File: config.mk
export PLATFORM = sky130hd
export DESIGN_NAME = r_ptr_level_mod_flat
export DESIGN_NICKNAME = d
export VERILOG_FILES = /design/src/rtl/fifo_pkg.sv /design/src/rtl/r_ptr_level_mod_if.sv /design/src/rtl/r_ptr_level_mod_gray2bin.sv /design/src/rtl/r_ptr_level_mod.sv /design/src/flat_wrapper.sv
export SDC_FILE = /design/constraint.sdc
export NUM_CORES = 1
export LEC_CHECK = 0
export ABC_AREA = 1
export CAP_MARGIN = 20
export CORE_MARGIN = 1.5
export CORE_UTILIZATION = 50
export DETAILED_ROUTE_END_ITERATION = 7
export PLACE_DENSITY = 0.81
export SLEW_MARGIN = 0
export SYNTH_ARGS = -nofsm -noshare
export SYNTH_HDL_FRONTEND = slang
export SYNTH_SLANG_ARGS = --single-unit
File: constraint.sdc
create_clock -name r_clk -period 8.15 [get_ports r_clk]
set_clock_uncertainty 0.2 [all_clocks]
set_input_delay 1.63 -clock r_clk [delete_from_list [all_inputs] [get_ports r_clk]]
set_output_delay 1.63 -clock r_clk [all_outputs]
set_load 0.05 [all_outputs]
File: src/rtl/fifo_pkg.sv
// ---------------------------------------------------------------------------
// fifo_pkg : shared pointer-width helpers and Gray/binary conversions
// Rev 1.0
// ---------------------------------------------------------------------------
`default_nettype none

package fifo_pkg;

   function automatic int ptr_w(input int addr_size);
      return addr_size + 1;
   endfunction

   function automatic int depth(input int addr_size);
      return 1 << addr_size;
   endfunction

   function automatic logic [31:0] bin2gray(input logic [31:0] b);
      return b ^ (b >> 1);
   endfunction

   // Zero-extended upper bits keep the prefix XOR correct for narrower pointers.
   function automatic logic [31:0] gray2bin(input logic [31:0] g);
      logic [31:0] b;
      b[31] = g[31];
      for (int i = 30; i >= 0; i--) begin
         b[i] = b[i+1] ^ g[i];
      end
      return b;
   endfunction

endpackage

`default_nettype wire

File: src/rtl/r_ptr_level_mod_if.sv
// ---------------------------------------------------------------------------
// r_ptr_level_mod_if : read-side pointer/status signal bundle
// Rev 1.0
// ---------------------------------------------------------------------------
`default_nettype none

interface r_ptr_level_mod_if #(
   parameter int ADDR_SIZE = 4
);
   logic [ADDR_SIZE:0]   r_syn_w_gray;
   logic                 r_inc;
   logic                 r_thresh_wr;
   logic [ADDR_SIZE:0]   r_thresh_in;
   logic                 r_err_clr;
   logic [ADDR_SIZE-1:0] r_addr;
   logic [ADDR_SIZE:0]   r_gray;
   logic [ADDR_SIZE:0]   r_level;
   logic                 r_empty;
   logic                 r_almost_empty;
   logic                 r_underflow;
   logic                 r_ptr_err;

   modport master (
      output r_syn_w_gray, r_inc, r_thresh_wr, r_thresh_in, r_err_clr,
      input  r_addr, r_gray, r_level, r_empty, r_almost_empty, r_underflow, r_ptr_err
   );

   modport slave (
      input  r_syn_w_gray, r_inc, r_thresh_wr, r_thresh_in, r_err_clr,
      output r_addr, r_gray, r_level, r_empty, r_almost_empty, r_underflow, r_ptr_err
   );
endinterface

`default_nettype wire

File: src/rtl/r_ptr_level_mod_gray2bin.sv
// ---------------------------------------------------------------------------
// gray2bin_mod : parametrised combinational Gray-to-binary decoder
// Rev 1.0
// ---------------------------------------------------------------------------
`default_nettype none

module gray2bin_mod
   import fifo_pkg::*;
#(
   parameter int WIDTH = 5
) (
   input  wire logic [WIDTH-1:0] gray,
   output logic      [WIDTH-1:0] bin
);
   logic [31:0] bin_full;

   assign bin_full = gray2bin(32'(gray));
   assign bin      = bin_full[WIDTH-1:0];
endmodule

`default_nettype wire

File: src/rtl/r_ptr_level_mod.sv
// ---------------------------------------------------------------------------
// r_ptr_level_mod : read pointer, fill level, empty/almost-empty and errors
// Rev 1.0
// ---------------------------------------------------------------------------
`default_nettype none

module r_ptr_level_mod
   import fifo_pkg::*;
#(
   parameter int ADDR_SIZE       = 4,
   parameter int AE_RESET_THRESH = 4
) (
   input  wire logic        r_clk,
   input  wire logic        r_rst,
   r_ptr_level_mod_if.slave bus
);
   localparam int            PW         = ptr_w(ADDR_SIZE);
   localparam logic [PW-1:0] DEPTH_P    = PW'(depth(ADDR_SIZE));
   localparam logic [PW-1:0] THRESH_RST = (AE_RESET_THRESH > depth(ADDR_SIZE)) ?
                                          DEPTH_P : PW'(AE_RESET_THRESH);

   logic [PW-1:0] w_bin;
   logic [PW-1:0] bin_next;
   logic [PW-1:0] gray_next;
   logic [PW-1:0] lvl_next;
   logic [PW-1:0] thresh_sat;
   logic [31:0]   gray_full;
   logic          rd_ok;

   logic [PW-1:0] r_bin;
   logic [PW-1:0] r_gray;
   logic [PW-1:0] r_level;
   logic [PW-1:0] r_thresh;
   logic          r_empty;
   logic          r_almost_empty;
   logic          r_underflow;
   logic          r_ptr_err;

   gray2bin_mod #(.WIDTH(PW)) u_w_dec (
      .gray (bus.r_syn_w_gray),
      .bin  (w_bin)
   );

   always_comb begin
      rd_ok      = bus.r_inc & ~r_empty;
      bin_next   = r_bin + PW'(rd_ok);
      gray_full  = bin2gray(32'(bin_next));
      gray_next  = gray_full[PW-1:0];
      // Modulo subtraction absorbs either pointer lapping the MSB first.
      lvl_next   = w_bin - bin_next;
      thresh_sat = (bus.r_thresh_in > DEPTH_P) ? DEPTH_P : bus.r_thresh_in;
   end

   always_ff @(posedge r_clk) begin
      if (r_rst) begin
         r_bin          <= '0;
         r_gray         <= '0;
         r_level        <= '0;
         r_empty        <= 1'b1;
         r_almost_empty <= 1'b1;
         r_underflow    <= 1'b0;
         r_ptr_err      <= 1'b0;
         r_thresh       <= THRESH_RST;
      end else begin
         r_bin          <= bin_next;
         r_gray         <= gray_next;
         r_level        <= lvl_next;
         r_empty        <= (lvl_next == '0);
         r_almost_empty <= (lvl_next <= r_thresh);
         if (bus.r_thresh_wr) begin
            r_thresh <= thresh_sat;
         end
         // Set takes priority over a same-cycle clear on both sticky flags.
         if (bus.r_inc && r_empty) begin
            r_underflow <= 1'b1;
         end else if (bus.r_err_clr) begin
            r_underflow <= 1'b0;
         end
         if (lvl_next > DEPTH_P) begin
            r_ptr_err <= 1'b1;
         end else if (bus.r_err_clr) begin
            r_ptr_err <= 1'b0;
         end
      end
   end

   assign bus.r_addr         = r_bin[ADDR_SIZE-1:0];
   assign bus.r_gray         = r_gray;
   assign bus.r_level        = r_level;
   assign bus.r_empty        = r_empty;
   assign bus.r_almost_empty = r_almost_empty;
   assign bus.r_underflow    = r_underflow;
   assign bus.r_ptr_err      = r_ptr_err;
endmodule

`default_nettype wire

File: src/flat_wrapper.sv
// flat-port wrapper written by rule: the top's interface ports become plain ports
module r_ptr_level_mod_flat import fifo_pkg::*;
#(
   parameter int ADDR_SIZE       = 4,
   parameter int AE_RESET_THRESH = 4
)
  (r_clk, r_rst, bus_r_syn_w_gray, bus_r_inc, bus_r_thresh_wr, bus_r_thresh_in, bus_r_err_clr, bus_r_addr, bus_r_gray, bus_r_level, bus_r_empty, bus_r_almost_empty, bus_r_underflow, bus_r_ptr_err);
  r_ptr_level_mod_if #(.ADDR_SIZE(ADDR_SIZE)) bus_i ();
  input  wire logic r_clk;
  input  wire logic r_rst;
  input wire logic [$bits(bus_i.r_syn_w_gray)-1:0] bus_r_syn_w_gray;
  input wire logic [$bits(bus_i.r_inc)-1:0] bus_r_inc;
  input wire logic [$bits(bus_i.r_thresh_wr)-1:0] bus_r_thresh_wr;
  input wire logic [$bits(bus_i.r_thresh_in)-1:0] bus_r_thresh_in;
  input wire logic [$bits(bus_i.r_err_clr)-1:0] bus_r_err_clr;
  output wire logic [$bits(bus_i.r_addr)-1:0] bus_r_addr;
  output wire logic [$bits(bus_i.r_gray)-1:0] bus_r_gray;
  output wire logic [$bits(bus_i.r_level)-1:0] bus_r_level;
  output wire logic [$bits(bus_i.r_empty)-1:0] bus_r_empty;
  output wire logic [$bits(bus_i.r_almost_empty)-1:0] bus_r_almost_empty;
  output wire logic [$bits(bus_i.r_underflow)-1:0] bus_r_underflow;
  output wire logic [$bits(bus_i.r_ptr_err)-1:0] bus_r_ptr_err;
  assign bus_i.r_syn_w_gray = bus_r_syn_w_gray;
  assign bus_i.r_inc = bus_r_inc;
  assign bus_i.r_thresh_wr = bus_r_thresh_wr;
  assign bus_i.r_thresh_in = bus_r_thresh_in;
  assign bus_i.r_err_clr = bus_r_err_clr;
  assign bus_r_addr = bus_i.r_addr;
  assign bus_r_gray = bus_i.r_gray;
  assign bus_r_level = bus_i.r_level;
  assign bus_r_empty = bus_i.r_empty;
  assign bus_r_almost_empty = bus_i.r_almost_empty;
  assign bus_r_underflow = bus_i.r_underflow;
  assign bus_r_ptr_err = bus_i.r_ptr_err;
  r_ptr_level_mod #(.ADDR_SIZE(ADDR_SIZE), .AE_RESET_THRESH(AE_RESET_THRESH)) u_core (.r_clk(r_clk), .r_rst(r_rst), .bus(bus_i));
endmodule
* Word level (Yosys, flattened, before mapping)
Cells that the tools add are included.
Word-level totals: register bits after elaboration 24, bits in latches 0, RAM bits 0, ROM bits 0, input port bits 15, output and inout bits 18, word-level logic and storage cells 28, memories kept 0
Operators by class: add/sub/neg operators 2, $mul 0, divide/modulo/power cells 0, magnitude comparators 3, equal/unequal tests 0, shift operators 0, multiplexer cells 4, bitwise operators 7, reductions and logical operators 4
Operator list (count):
- $gt A5 B5 Y1 const B | 2
- $add A5 B1 Y5 | 1
- $le A5 B5 Y1 | 1
- $logic_not A5 Y1 | 1
- $mux W5 | 1
- $sub A5 B5 Y5 | 1
- $xor A5 B4 Y5 | 1
- $reduce_bool A2 Y1 | 2
- $xor A1 B1 Y1 | 4
- $mux W1 | 3
- $and A1 B1 Y1 | 1
- $logic_and A1 B1 Y1 | 1
- $not A1 Y1 | 1

* Logic depth before layout (Yosys ltp)
depth after elaboration 7, depth in mapped cells 18, mapped depth without buffers 18

* Hierarchy
A second synthesis with hierarchy kept.
Unflattened totals: cells, all modules 174, area, all modules 1318.8 µm²
By module, submodules not included:
- r_ptr_level_mod | instances 1, cells an instance 150, area an instance 1191.1 µm²
- gray2bin_mod | instances 1, cells an instance 24, area an instance 127.6 µm²

* Worst setup path after synthesis
No wires, ideal clock.
path kind in2reg, start point input bus_r_syn_w_gray[3], end point register u_core.r_almost_empty, in the netlist u_core.bus.r_almost_empty, setup time 129 ps, arrival 4001 ps, slack 3820 ps, stages on the path 17, buffers on the path 0, path through inv_1 > nand2_1 > nand3_2 > nand2_2 > xor2_1 > xnor2_1 > ha_1 > inv_1 > fa_1 > nand3_2 > nand2_1 > nand2_1 > nand2_2 > ha_1 > nand3_1 > o311ai_0 > nand2_1
Between the ends: cells in the longest elaborated chain, start to end 6
Ends and longest elaborated chain:
- start: declaration | line flat_wrapper.sv:11 | input wire logic [$bits(bus_i.r_syn_w_gray)-1:0] bus_r_syn_w_gray;
- $xor A1 B1 Y1 (*) | line fifo_pkg.sv:26 | b[i] = b[i+1] ^ g[i];
- $xor A1 B1 Y1 (3 in a row) | line fifo_pkg.sv:26
- $sub A5 B5 Y5 (*) | line r_ptr_level_mod.sv:50 | lvl_next = w_bin - bin_next;
- named net u_core.lvl_next[4] | line r_ptr_level_mod.sv:25 | logic [PW-1:0] lvl_next;
- $le A5 B5 Y1 (*) | line r_ptr_level_mod.sv:69 | r_almost_empty <= (lvl_next <= r_thresh);
- end signal: assignment | line r_ptr_level_mod.sv:69
- end: declaration | line r_ptr_level_mod.sv:35 | logic r_almost_empty;
The timed path passes the listed nets; every way through them passes the cells marked *. A chain may end at the register's enable or synchronous reset.

* Worst setup path after layout
start point input bus_r_syn_w_gray[4], end point register u_core.r_almost_empty, in the netlist u_core.bus.r_almost_empty
Between the ends: cells in the longest elaborated chain, start to end 6
Ends and longest elaborated chain (line):
- $xor A1 B1 Y1 (*) (2 in a row) | fifo_pkg.sv:26
- $xor A1 B1 Y1 (2 in a row) | fifo_pkg.sv:26
- $sub A5 B5 Y5 (*) | r_ptr_level_mod.sv:50
- named net u_core.lvl_next[2] | r_ptr_level_mod.sv:25
- $le A5 B5 Y1 (*) | r_ptr_level_mod.sv:69
Marked as above.

==> impl_metrics.env <==
export IMPL_io_buffers=32
export IMPL_cts_tree="yes"
export IMPL_hp_class="reg2reg"
export IMPL_reg2reg_to="u_core.bus.r_almost_empty"
export IMPL_p_leak_uw=0.000716
export IMPL_ys_seq_elements=23
export IMPL_vias=1087
export IMPL_die_width_um=51.9
export IMPL_setup_viol_count_final=0
export IMPL_wl_met2_um=1250
export IMPL_cts_buffers=3
export IMPL_startpoint_type="input port"
export IMPL_status="finished clean"
export IMPL_syn_nets=175
export IMPL_maxCapViolCount=0
export IMPL_period_needed_ns=4.98
export IMPL_io_pins=33
export IMPL_multi_input_area_um2=642
export IMPL_slew_headroom_pct=65.5
export IMPL_holdCritStartpoint="u_core.bus.r_underflow"
export IMPL_synth_cell_types=23
export IMPL_power_density_mw_per_mm2=188
export IMPL_critical_path_endpoint="u_core.bus.r_almost_empty"
export IMPL_peakVddDrop_v=0.000135
export IMPL_chipHeight_um=51.9
export IMPL_fmax_mhz=201
export IMPL_ant_nets=0
export IMPL_cts_sinks=23
export IMPL_clk_latency_ns=0.32
export IMPL_synth_area_mux_share_pct=0
export IMPL_wl_met1_um=1120
export IMPL_synthAdderAreaFrac_pct=13.2
export IMPL_synth_top_family_by_area="simple AND/OR/NAND/NOR gates"
export IMPL_crit_path_end_kind="register"
export IMPL_wl_per_cell_um=12.0
export IMPL_dpl_hpwl_um=2050
export IMPL_via_per_inst=5.18
export IMPL_num_nets_final=210
export IMPL_utilization_pct=70.4
export IMPL_period_share_pct=61.1
export IMPL_synth_compound_area_share_pct=12.0
export IMPL_drv_slew=0
export IMPL_syn_area_per_cell_um2=8.08
export IMPL_clkSlewWorstSetupHoldPaths_ns=0.12
export IMPL_hold_viol=0
export IMPL_overflow=0
export IMPL_htreeDepth=1
export IMPL_reg2reg_from="u_core.bus.r_empty"
export IMPL_cp_data_required_time_ns=8.16
export IMPL_cts_setup_buffers=0
export IMPL_first_pass_iters=6
export IMPL_yosys_area_share_simple_pct=22.1
export IMPL_rows=17
export IMPL_cts_root_buffer="clkbuf_4"
export IMPL_gp_congestion=0.864
export IMPL_ctsHoldBuffers=0
export IMPL_grt_pass1_vias=1056
export IMPL_synth_xor_area_share_pct=6.38
export IMPL_syn2layout_area_growth_pct=31.4
export IMPL_core_area_mm2=0.00223
export IMPL_antenna_found_initial=0
export IMPL_initial_core_util_pct=53.6
export IMPL_grt_pass1_wl_um=4370
export IMPL_cts_buffer_depth=2
export IMPL_synthCells=148
export IMPL_wl_um=2510
export IMPL_reg2reg_depth=13
export IMPL_highest_layer="met4"
export IMPL_fillerInstances=188
export IMPL_track_usage_pct=21.7
export IMPL_crit_start="bus_r_syn_w_gray[4]"
export IMPL_grt_max_degree=15
export IMPL_yosysSeqAreaShare_pct=38.5
export IMPL_drtIter0Drc=15
export IMPL_path_max_fanout=4
export IMPL_cp_data_arrival_time_ns=4.99
export IMPL_setup_tns_final_ns=0
export IMPL_ff_latch_area_um2=460
export IMPL_yosys_warnings=0
export IMPL_drc=0
export IMPL_rrSetupSlack_ns=5.08
export IMPL_post_cts_resized=0
export IMPL_power_total_uw=295
export IMPL_layout_drive_gt1_share_pct=7.14
export IMPL_critical_path_class="in2reg"
export IMPL_dr_wl_met3_um=86
export IMPL_synth_area_mm2=0.00120
export IMPL_tightestPinTransition_ns=0.515
export IMPL_rsz0062_at_grt="no"
export IMPL_antenna_cells=0
export IMPL_dieArea_mm2=0.00269
-- state kept, by name (all words and copies together), names as in the netlist --
register,flops
u_core.bus.r_almost_empty,1
u_core.bus.r_empty,1
u_core.bus.r_gray,5
u_core.bus.r_level,5
u_core.bus.r_ptr_err,1
u_core.bus.r_underflow,1
u_core.r_bin,4
u_core.r_thresh,5
-- layer usage --
layer / global-route usage [%] / vias up
li1: - / 554
met1: 25.0 / 501
met2: 39.0 / 25
met3: 2.59 / 7
met4: 11.0 / 0
met5: 0 / -
-- final cells by class --
cell class | count | share of cell area, %
sequential | 23 | 29.3
inverter | 23 | 5.49
multi-input combinational | 100 | 40.8
timing repair buffer | 32 | 20.4
clock inverter | 1 | 0.318
tap | 28 | 2.23
clock buffer | 3 | 1.43
-- worst max-delay path, cell delays in order --
cell and delay, ns:
clkdlybuf4s50_1 0.55, inv_1 0.08, nand2_1 0.12, nand3_2 0.12, nand2_2 0.11, xor2_1 0.35, xnor2_1 0.18, ha_1 0.20
inv_1 0.06, fa_1 0.41, xnor2_1 0.30, inv_1 0.09, ha_1 0.30, inv_1 0.05, o311ai_0 0.34, nand2_1 0.09
-- cells in the mapped netlist (all sizes together) --
cell type	instances	share of area, %
clkbuf	2	0.63
inv	23	7.2
nor2	13	4.1
o311ai	1	0.73
nand3b	1	0.63
fa	1	1.7
o21ai	6	2.5
a21oi	14	5.9
ha	11	12
dfxtp	23	38
xor2	4	3.6
o211ai	1	0.63
o41ai	1	0.73
nand3	20	10
nand2	22	7.3
xnor2	3	2.8
o22a	2	1.6
-- where the power goes --
group | leakage, uW | switching, uW | internal (uW)
registers | 0.000189 | 3.46 | 123
logic | 0.000509 | 72.5 | 43.6
clock network | 0.0000177 | 34.5 | 18.4
total | 0.000716 | 110 | 185
-- stage by stage --
stage               hold WS [ns]  instance area, um^2  std cells  setup slack, ns
finish                     0.269                 1570        210             3.17
global route               0.298                 1570        210             2.95
CTS                        0.277                 1570        210             3.19
detailed placement         0.259                 1540        206             2.87
global placement           0.247                 1540        206             3.10
floorplan                  0.239                 1200        148             3.82
-- placed cells by master (no fill, tap or decap), types with 2 or more instances in the layout --
| master | n |
|---|---|
| nand2_1 | 20 |
| o21ai_0 | 5 |
| xor2_1 | 3 |
| ha_1 | 11 |
| dfxtp_1 | 23 |
| nand3_2 | 4 |
| nand3_1 | 16 |
| clkbuf_4 | 3 |
| inv_1 | 23 |
| a21oi_1 | 14 |
| nand2_2 | 2 |
| xnor2_1 | 2 |
| nor2_1 | 13 |
| clkdlybuf4s50_1 | 32 |
-- worst min-delay path by stage --
stage | end | slack, ns | depth (start not counted)
after global placement | u_core.bus.r_underflow | 0.25 | 2
final | u_core.bus.r_underflow | 0.27 | 2
after floorplan | u_core.r_thresh[4] | 0.24 | 2
after CTS | u_core.bus.r_underflow | 0.28 | 2
after global routing | u_core.bus.r_ptr_err | 0.30 | 2
after detailed placement | u_core.bus.r_underflow | 0.26 | 2
-- cells by family (layout without fill, tap and decap cells) --
group | Yosys count | in the layout
AOI/OAI and AO/OA | 25 | 25
xor gates and xnor gates | 7 | 7
adders and majority gates | 12 | 12
buffers and inverters | 25 | 59
DFF | 23 | 23
and+or+nand+nor | 56 | 56
(Power assumes the default switching activity.)
